[src/rtl/osd_spi_host.sv]
// Single-byte SPI master (SCK idle high, shift on falling SCK, sample on rising SCK, MSB first).
// A byte-level start/done handshake faces local logic; cs_hold lets several bytes share one frame.
module osd_spi_host #(
    parameter int HALF_PERIOD = 4,
    parameter int CS_SETUP    = 2,
    parameter int CS_IDLE     = 2
) (
    input  logic       clk,
    input  logic       _reset,
    input  logic       start,
    input  logic       cs_hold,
    input  logic       stop,
    input  logic [7:0] tx_data,
    output logic [7:0] rx_data,
    output logic       done,
    output logic       busy,
    output logic       _scs,
    output logic       sck,
    output logic       sdo,
    input  logic       sdi
);

    localparam int MAX_AB  = (HALF_PERIOD > CS_SETUP) ? HALF_PERIOD : CS_SETUP;
    localparam int MAX_CNT = (MAX_AB > CS_IDLE) ? MAX_AB : CS_IDLE;
    localparam int CW      = (MAX_CNT > 1) ? $clog2(MAX_CNT) : 1;

    // Phase counters are loaded with N-1 and count down to zero.
    localparam logic [CW-1:0] HP_LOAD    = CW'(HALF_PERIOD - 1);
    localparam logic [CW-1:0] SETUP_LOAD = CW'(CS_SETUP - 1);
    localparam logic [CW-1:0] IDLE_LOAD  = CW'(CS_IDLE - 1);

    typedef enum logic [2:0] {
        S_IDLE,
        S_SETUP,
        S_LOW,
        S_HIGH,
        S_HOLD,
        S_DESEL
    } state_t;

    state_t        state_q, state_d;
    logic [CW-1:0] cnt_q, cnt_d;
    logic [2:0]    bit_q, bit_d;
    logic [7:0]    tx_q, tx_d;
    logic [7:0]    rx_q, rx_d;
    logic          hold_q, hold_d;
    logic [7:0]    rx_data_q, rx_data_d;
    logic          done_q, done_d;
    logic          busy_q, busy_d;
    logic          scs_q, scs_d;
    logic          sck_q, sck_d;
    logic          sdo_q, sdo_d;

    always_comb begin
        // NOTE: every variable gets a default before the case so no path leaves one unassigned (no latches).
        state_d   = state_q;
        cnt_d     = cnt_q;
        bit_d     = bit_q;
        tx_d      = tx_q;
        rx_d      = rx_q;
        hold_d    = hold_q;
        rx_data_d = rx_data_q;
        done_d    = 1'b0;

        unique case (state_q)
            S_IDLE: begin
                if (start) begin
                    tx_d    = tx_data;
                    hold_d  = cs_hold;
                    cnt_d   = SETUP_LOAD;
                    state_d = S_SETUP;
                end
            end
            S_SETUP: begin
                if (cnt_q == '0) begin
                    state_d = S_LOW;
                    cnt_d   = HP_LOAD;
                    bit_d   = 3'd0;
                end else begin
                    cnt_d = cnt_q - 1'b1;
                end
            end
            S_LOW: begin
                if (cnt_q == '0) begin
                    state_d = S_HIGH;
                    cnt_d   = HP_LOAD;
                    rx_d    = {rx_q[6:0], sdi};
                end else begin
                    cnt_d = cnt_q - 1'b1;
                end
            end
            S_HIGH: begin
                if (cnt_q == '0) begin
                    tx_d  = {tx_q[6:0], 1'b0};
                    bit_d = bit_q + 3'd1;
                    if (bit_q == 3'd7) begin
                        rx_data_d = rx_q;
                        done_d    = 1'b1;
                        if (hold_q) begin
                            state_d = S_HOLD;
                        end else begin
                            state_d = S_DESEL;
                            cnt_d   = IDLE_LOAD;
                        end
                    end else begin
                        state_d = S_LOW;
                        cnt_d   = HP_LOAD;
                    end
                end else begin
                    cnt_d = cnt_q - 1'b1;
                end
            end
            S_HOLD: begin
                // A start that coincides with stop keeps the frame open.
                if (start) begin
                    tx_d    = tx_data;
                    hold_d  = cs_hold;
                    state_d = S_LOW;
                    cnt_d   = HP_LOAD;
                    bit_d   = 3'd0;
                end else if (stop) begin
                    state_d = S_DESEL;
                    cnt_d   = IDLE_LOAD;
                end
            end
            S_DESEL: begin
                if (cnt_q == '0) begin
                    state_d = S_IDLE;
                end else begin
                    cnt_d = cnt_q - 1'b1;
                end
            end
            default: state_d = S_IDLE;
        endcase

        // Pin values are decoded from the next state so every output leaves a flop.
        scs_d  = !(state_d inside {S_SETUP, S_LOW, S_HIGH, S_HOLD});
        sck_d  = (state_d != S_LOW);
        sdo_d  = (state_d inside {S_LOW, S_HIGH}) ? tx_d[7] : 1'b0;
        busy_d = state_d inside {S_SETUP, S_LOW, S_HIGH, S_DESEL};
    end

    // NOTE: state is updated with non-blocking assignments so all flops see pre-edge values.
    always_ff @(posedge clk) begin
        // NOTE: the shift registers are reset too, so a reused host never shows stale bits.
        if (!_reset) begin
            state_q   <= S_IDLE;
            cnt_q     <= '0;
            bit_q     <= 3'd0;
            tx_q      <= 8'h00;
            rx_q      <= 8'h00;
            hold_q    <= 1'b0;
            rx_data_q <= 8'h00;
            done_q    <= 1'b0;
            busy_q    <= 1'b0;
            scs_q     <= 1'b1;
            sck_q     <= 1'b1;
            sdo_q     <= 1'b0;
        end else begin
            state_q   <= state_d;
            cnt_q     <= cnt_d;
            bit_q     <= bit_d;
            tx_q      <= tx_d;
            rx_q      <= rx_d;
            hold_q    <= hold_d;
            rx_data_q <= rx_data_d;
            done_q    <= done_d;
            busy_q    <= busy_d;
            scs_q     <= scs_d;
            sck_q     <= sck_d;
            sdo_q     <= sdo_d;
        end
    end

    assign rx_data = rx_data_q;
    assign done    = done_q;
    assign busy    = busy_q;
    assign _scs    = scs_q;
    assign sck     = sck_q;
    assign sdo     = sdo_q;

endmodule

[config.mk]
export PLATFORM = sky130hd
export DESIGN_NAME = osd_spi_host
export DESIGN_NICKNAME = d
export VERILOG_FILES = /design/src/rtl/osd_spi_host.sv
export SDC_FILE = /design/constraint.sdc
export NUM_CORES = 1
export LEC_CHECK = 0
export ABC_CLOCK_PERIOD_IN_PS = 2600
export BUFFER_PORTS_ARGS = -buffer_cell sky130_fd_sc_hd__buf_2
export CORE_UTILIZATION = 55
export CTS_BUF_LIST = sky130_fd_sc_hd__clkbuf_8 sky130_fd_sc_hd__clkbuf_16
export CTS_CLUSTER_SIZE = 8
export DETAILED_ROUTE_END_ITERATION = 6
export HOLD_SLACK_MARGIN = 0.12
export PLACE_DENSITY = 0.78
export SETUP_SLACK_MARGIN = 0.15
export SLEW_MARGIN = 40
export SYNTH_ARGS = -nofsm -noshare
export SYNTH_HDL_FRONTEND = slang
export SYNTH_SLANG_ARGS = --single-unit
[constraint.sdc]
create_clock -name clk -period 2.6 [get_ports clk]
set_input_delay 0 -clock clk [delete_from_list [all_inputs] [get_ports clk]]
set_output_delay 0 -clock clk [all_outputs]
set_load 0.05 [all_outputs]
Word-level counts from Yosys, hierarchy flattened --
Index checks and enable logic that the tools add are counted.
Operators by class: add/sub/neg operators 2, equality and inequality tests 20, muxes and demuxes 27, reductions and logical operators 19
Operator list (count):
- $mux W3 | 11
- $pmux W3 S6 | 1
- $mux W2 | 8
- $mux W8 | 2
- $pmux W8 S2 | 1
- $eq A3 B3 Y1 const B | 5
- $eq A3 B2 Y1 const B | 4
- $ne A2 B2 Y1 const B | 5
- $pmux W2 S5 | 1
- $pmux W3 S3 | 1
- $reduce_and A3 Y1 | 3
- $reduce_bool A4 Y1 | 2
- $eq A3 B1 Y1 const B | 2
- $reduce_and A2 Y1 | 3
- $reduce_and A5 Y1 | 1
- $reduce_bool A5 Y1 | 1
- $ne A4 B4 Y1 const B | 1
- $reduce_and A4 Y1 | 1
- $reduce_bool A2 Y1 | 2
- $reduce_or A2 Y1 | 2
- $add A3 B1 Y3 const B | 1
- $logic_not A3 Y1 | 1
- $ne A3 B2 Y1 const B | 1
- $ne A3 B3 Y1 const B | 1
- 6 further kinds | 7
Storage, ports and cells: flip-flop bits (word level) 38, bits of input ports 14, output and inout bits 13, logic and storage cells 81

Longest topological paths before layout --
word-level depth 7, mapped depth 8, mapped depth without buffers 7

Least setup slack after synthesis --
Ideal clock, no wire load.
path type reg2reg, start register cnt_q[0], end register cnt_q[0], setup time 0.115 ns, arrival time 1.983 ns, data required time 2.485 ns, setup slack 0.502 ns, cell stages (with the launch flop) 9, path buffers 1, clock period less this slack 2.098 ns, path through dfxtp_1 > inv_1 > ha_1 > and4b_4 > and2_4 > buf_6 > a211o_1 > or4_1 > and3_1
On the way: cells in the longest elaborated chain, start to end 3, elaborated cells between the ends (all ways) 9, classes of those cells 1 x add/sub; 2 x eq/ne; 4 x mux; 2 x reduce/logical
Ends and longest elaborated chain:
- from (decl) | line 42 | logic [CW-1:0] cnt_q, cnt_d;
- from (signal assigned) | line 161 | cnt_q <= cnt_d;
- $sub A2 B1 Y2 or $logic_not A2 Y1 (tied branches)
- $mux W2, or another cell as far along | line 127 | if (cnt_q == '0) begin
- $pmux W2 S5 or $reduce_and A5 Y1 (tied branches)
Several ways; a longest one is shown, not always the timed one. The select of a mux whose other input is x is not followed. A chain may end at the register's enable or synchronous reset.

Final worst setup path --
Ends and elaborated chain as after synthesis.

==> impl_metrics.tcl <==
set metrics [dict create \
    status "finished, violations left" \
    violations "design-rule violations" \
    cts_tree "yes" \
    maxCapViolCount 0 \
    cp-start-kind "flop" \
    cp_max_fo 12 \
    start_util_pct 59.27 \
    swShare_pct 25.85 \
    yosysSeqAreaShare_pct 45.37 \
    setup_tns_ns 0 \
    post-route-period-util_pct 85.50 \
    wl_met3_um 244 \
    antenna_found_initial 0 \
    synth_fp_nets 213 \
    drive_gt1_share_pct 16.96 \
    hold_class "in2reg" \
    end_kind "flop" \
    vias 1518 \
    path_cells "inv_1 > ha_1 > and4b_4 > and2_4 > a211o_1 > or4_1 > and3_1" \
    gp_congestion 0.9336 \
    cp.arrival_ns 2.41 \
    cts.sinks 38 \
    synthCells 195 \
    drtIter0Drc 66 \
    io_pins 27 \
    clock_skew_ns 0.001381 \
    root_buffer "clkbuf_8" \
    synth_area_leaders "dfxtp_1 45%, a21boi_0 11%, nand2_1 11%, a22oi_1 3.6%, ha_1 3.0%" \
    grt_usage_pct 25.32 \
    grt_max_degree 39 \
    cp_slowest_cell "or4_1" \
    critPathKind "reg2reg" \
    fmax_mhz 449.8 \
    clk_latency_ns 0.29 \
    n_fill_cell 221 \
    hold_violations 0 \
    fin_nets 248 \
    yosysTopAreaCellShare_pct 45.37 \
    top_layer_used "met4" \
    syn_avg_cell_area_sq_um 8.598 \
    power.switching_uw 347.4 \
    layout_common_cells "50 x nand2_1, 38 x dfxtp_1, 26 x buf_2" \
    cp.required_ns 2.79 \
    cts_buffer_depth 2 \
    synth_top_area_cell "dfxtp_1" \
    slew_violations 0 \
    n_antenna_cell 0 \
    postCtsSetupBuffers 0 \
    finalSetupViolCount 0 \
    ys.warnings.count 0 \
    dieArea_sq_um 3273 \
    synth_seq_cells 38 \
    p_comb_share_pct 15.1 \
    dr.pass1.iters 6 \
    slew_headroom_pct 63.77 \
    power.leakage_nw 0.7993 \
    route.detailed.wl_per_inst_um 14.51 \
    post-place-ws_ns 0.4004 \
    die-width_um 57.21 \
    dr_wl_met2_um 1937 \
    grt_first_pass_wirelength_um 6299 \
    mostFrequentLayoutCell "nand2_1" \
    tritoncts.num_buffers 5 \
    antenna_left 0 \
    clockPowerShare_pct 37.9 \
    drc_errors 3 \
    critPathTopFamily "simple AND/OR/NAND/NOR gates" \
    ys_types 37 \
    cts_resized 0 \
    clkTransAtPathRegs_ns 0.07 \
    r2r_slack_ns 0.38 \
    ff_latch_area_sq_um 760.7 \
    num_rows 19 \
    pwr-share-seq_pct 47.0 \
    finalWirelength_um 3786 \
    setup_slack_ns 0.3770 \
    syn_to_final_growth_pct 21.04 \
    p_int_uw 996.3 \
    min_period_ns 2.223 \
    grt_pass1_vias 1437 \
    p_per_area_nw_per_um2 662.1 \
    hpwl_um 2443 \
    worst_pin_slew_ns 0.5297 \
    die_h_um 57.21 \
    wl_met1_um 1539 \
    crit_buf_inv 1 \
    gr-total-overflow 0 \
    portBuffers 26 \
    multi_input_area_sq_um 850.8 \
    syn_area_sq_um 1677 \
    htreeDepth 2 \
    coreArea_sq_um 2829 \
    slowest_delay_ns 0.46 \
    routed_via_density 5.816 \
    irDropWorstVdd_v 0.0004361 \
    final_core_util_pct 71.74 \
    rsz0062_at_grt "false" \
    whs_ns 0.1988 \
    cts_hold_buffers 11 \
]
[state kept, by name, indices dropped and copies added (netlist names)]
| register | count |
|---|---|
| rx_q | 8 |
| _scs | 1 |
| sdo | 1 |
| hold_q | 1 |
| bit_q | 3 |
| tx_q | 8 |
| rx_data | 8 |
| cnt_q | 2 |
| busy | 1 |
| done | 1 |
| state_q | 3 |
| sck | 1 |
[logic make-up (layout without fill, tap and decap cells)]
logic type                 Yosys count  count (layout)  synth area share, %
DFF                                 38              38                45.37
and+or+nand+nor                     85              85                24.03
AOI/OAI and AO/OA                   51              51                22.54
buffers and inverters               15              50                3.880
muxes                                2               2                1.194
adders and majority gates            4               4                2.985
[per-layer routing]
metal	up-vias	global-route usage (%)
met5	-	0
met4	0	9.059
met3	9	7.256
met2	62	45.71
met1	707	28.36
li1	740	-
[synth_stat cells]
| library cell | n |
|---|---|
| o221a_2 | 1 |
| and4b_4 | 1 |
| o22ai_1 | 1 |
| o21ai_0 | 3 |
| ha_1 | 4 |
| nor3b_1 | 1 |
| a211o_1 | 1 |
| a221o_1 | 1 |
| nor2b_1 | 7 |
| nand3b_1 | 1 |
| nor2_1 | 5 |
| a21o_1 | 1 |
| and4_1 | 1 |
| and2_4 | 1 |
| buf_2 | 1 |
| o2111ai_1 | 2 |
| or2_2 | 2 |
| mux2i_1 | 2 |
| nand2b_1 | 2 |
| inv_1 | 5 |
| a21boi_0 | 25 |
| a31oi_1 | 2 |
| nand2_1 | 50 |
| dfxtp_1 | 38 |
| buf_1 | 1 |
| a22oi_1 | 8 |
| clkbuf_1 | 7 |
| buf_6 | 1 |
| a32oi_1 | 1 |
| and2_1 | 3 |
| a2111oi_0 | 1 |
| a21oi_1 | 3 |
| or4_1 | 1 |
| nand3_1 | 6 |
| and3_1 | 3 |
| nor4_1 | 1 |
| a221oi_1 | 1 |
[worst paths after layout]
| check | startpoint | end | cells after the start |
|---|---|---|---|
| worst max-delay path | cnt_q[0] | cnt_q[0] | 7 |
| worst min-delay path | _reset | sdo | 3 |
| worst max register to register | cnt_q[0] | cnt_q[0] | 7 |
| worst min register to register | rx_data[7] | rx_data[7] | 2 |
[worst register-to-register path, delay by kind of cell, from the launching register on]
family | cells | cell delay, ns
AO/OA/AOI/OAI | 1 | 0.34
adder cells (fa/ha/maj) | 1 | 0.28
buffers and inverters | 1 | 0.06
flip-flops | 1 | 0.33
AND/OR/NAND/NOR | 4 | 1.11
[layout make-up]
| cell class | count | area share (%) |
|---|---|---|
| Inverter | 5 | 0.9248 |
| Tap cell | 31 | 1.911 |
| Clock buffer | 6 | 4.069 |
| Sequential cell | 38 | 37.48 |
| Clock inverter | 1 | 1.480 |
| Timing Repair Buffer | 38 | 12.21 |
| Multi-Input combinational cell | 142 | 41.92 |
[metrics by stage]
stage,instance area (sq um),total power [mW],std cells
2_1_floorplan,1677,0.7799,195
3_3_place_gp,1807,0.8183,243
3_5_place_dp,1807,0.8266,243
4_1_cts,2029,1.343,261
5_1_grt,2029,1.385,261
6_report,2029,1.344,261
[power groups by stage]
stage               Combinational, mW  Sequential, mW  Clock, mW
finish                          0.203           0.631      0.510
floorplan                       0.122           0.658          0
global placement                0.177           0.641          0
detailed placement              0.183           0.644          0
global route                    0.218           0.635      0.532
CTS                             0.198           0.630      0.515
(Power assumes the default switching activity.)
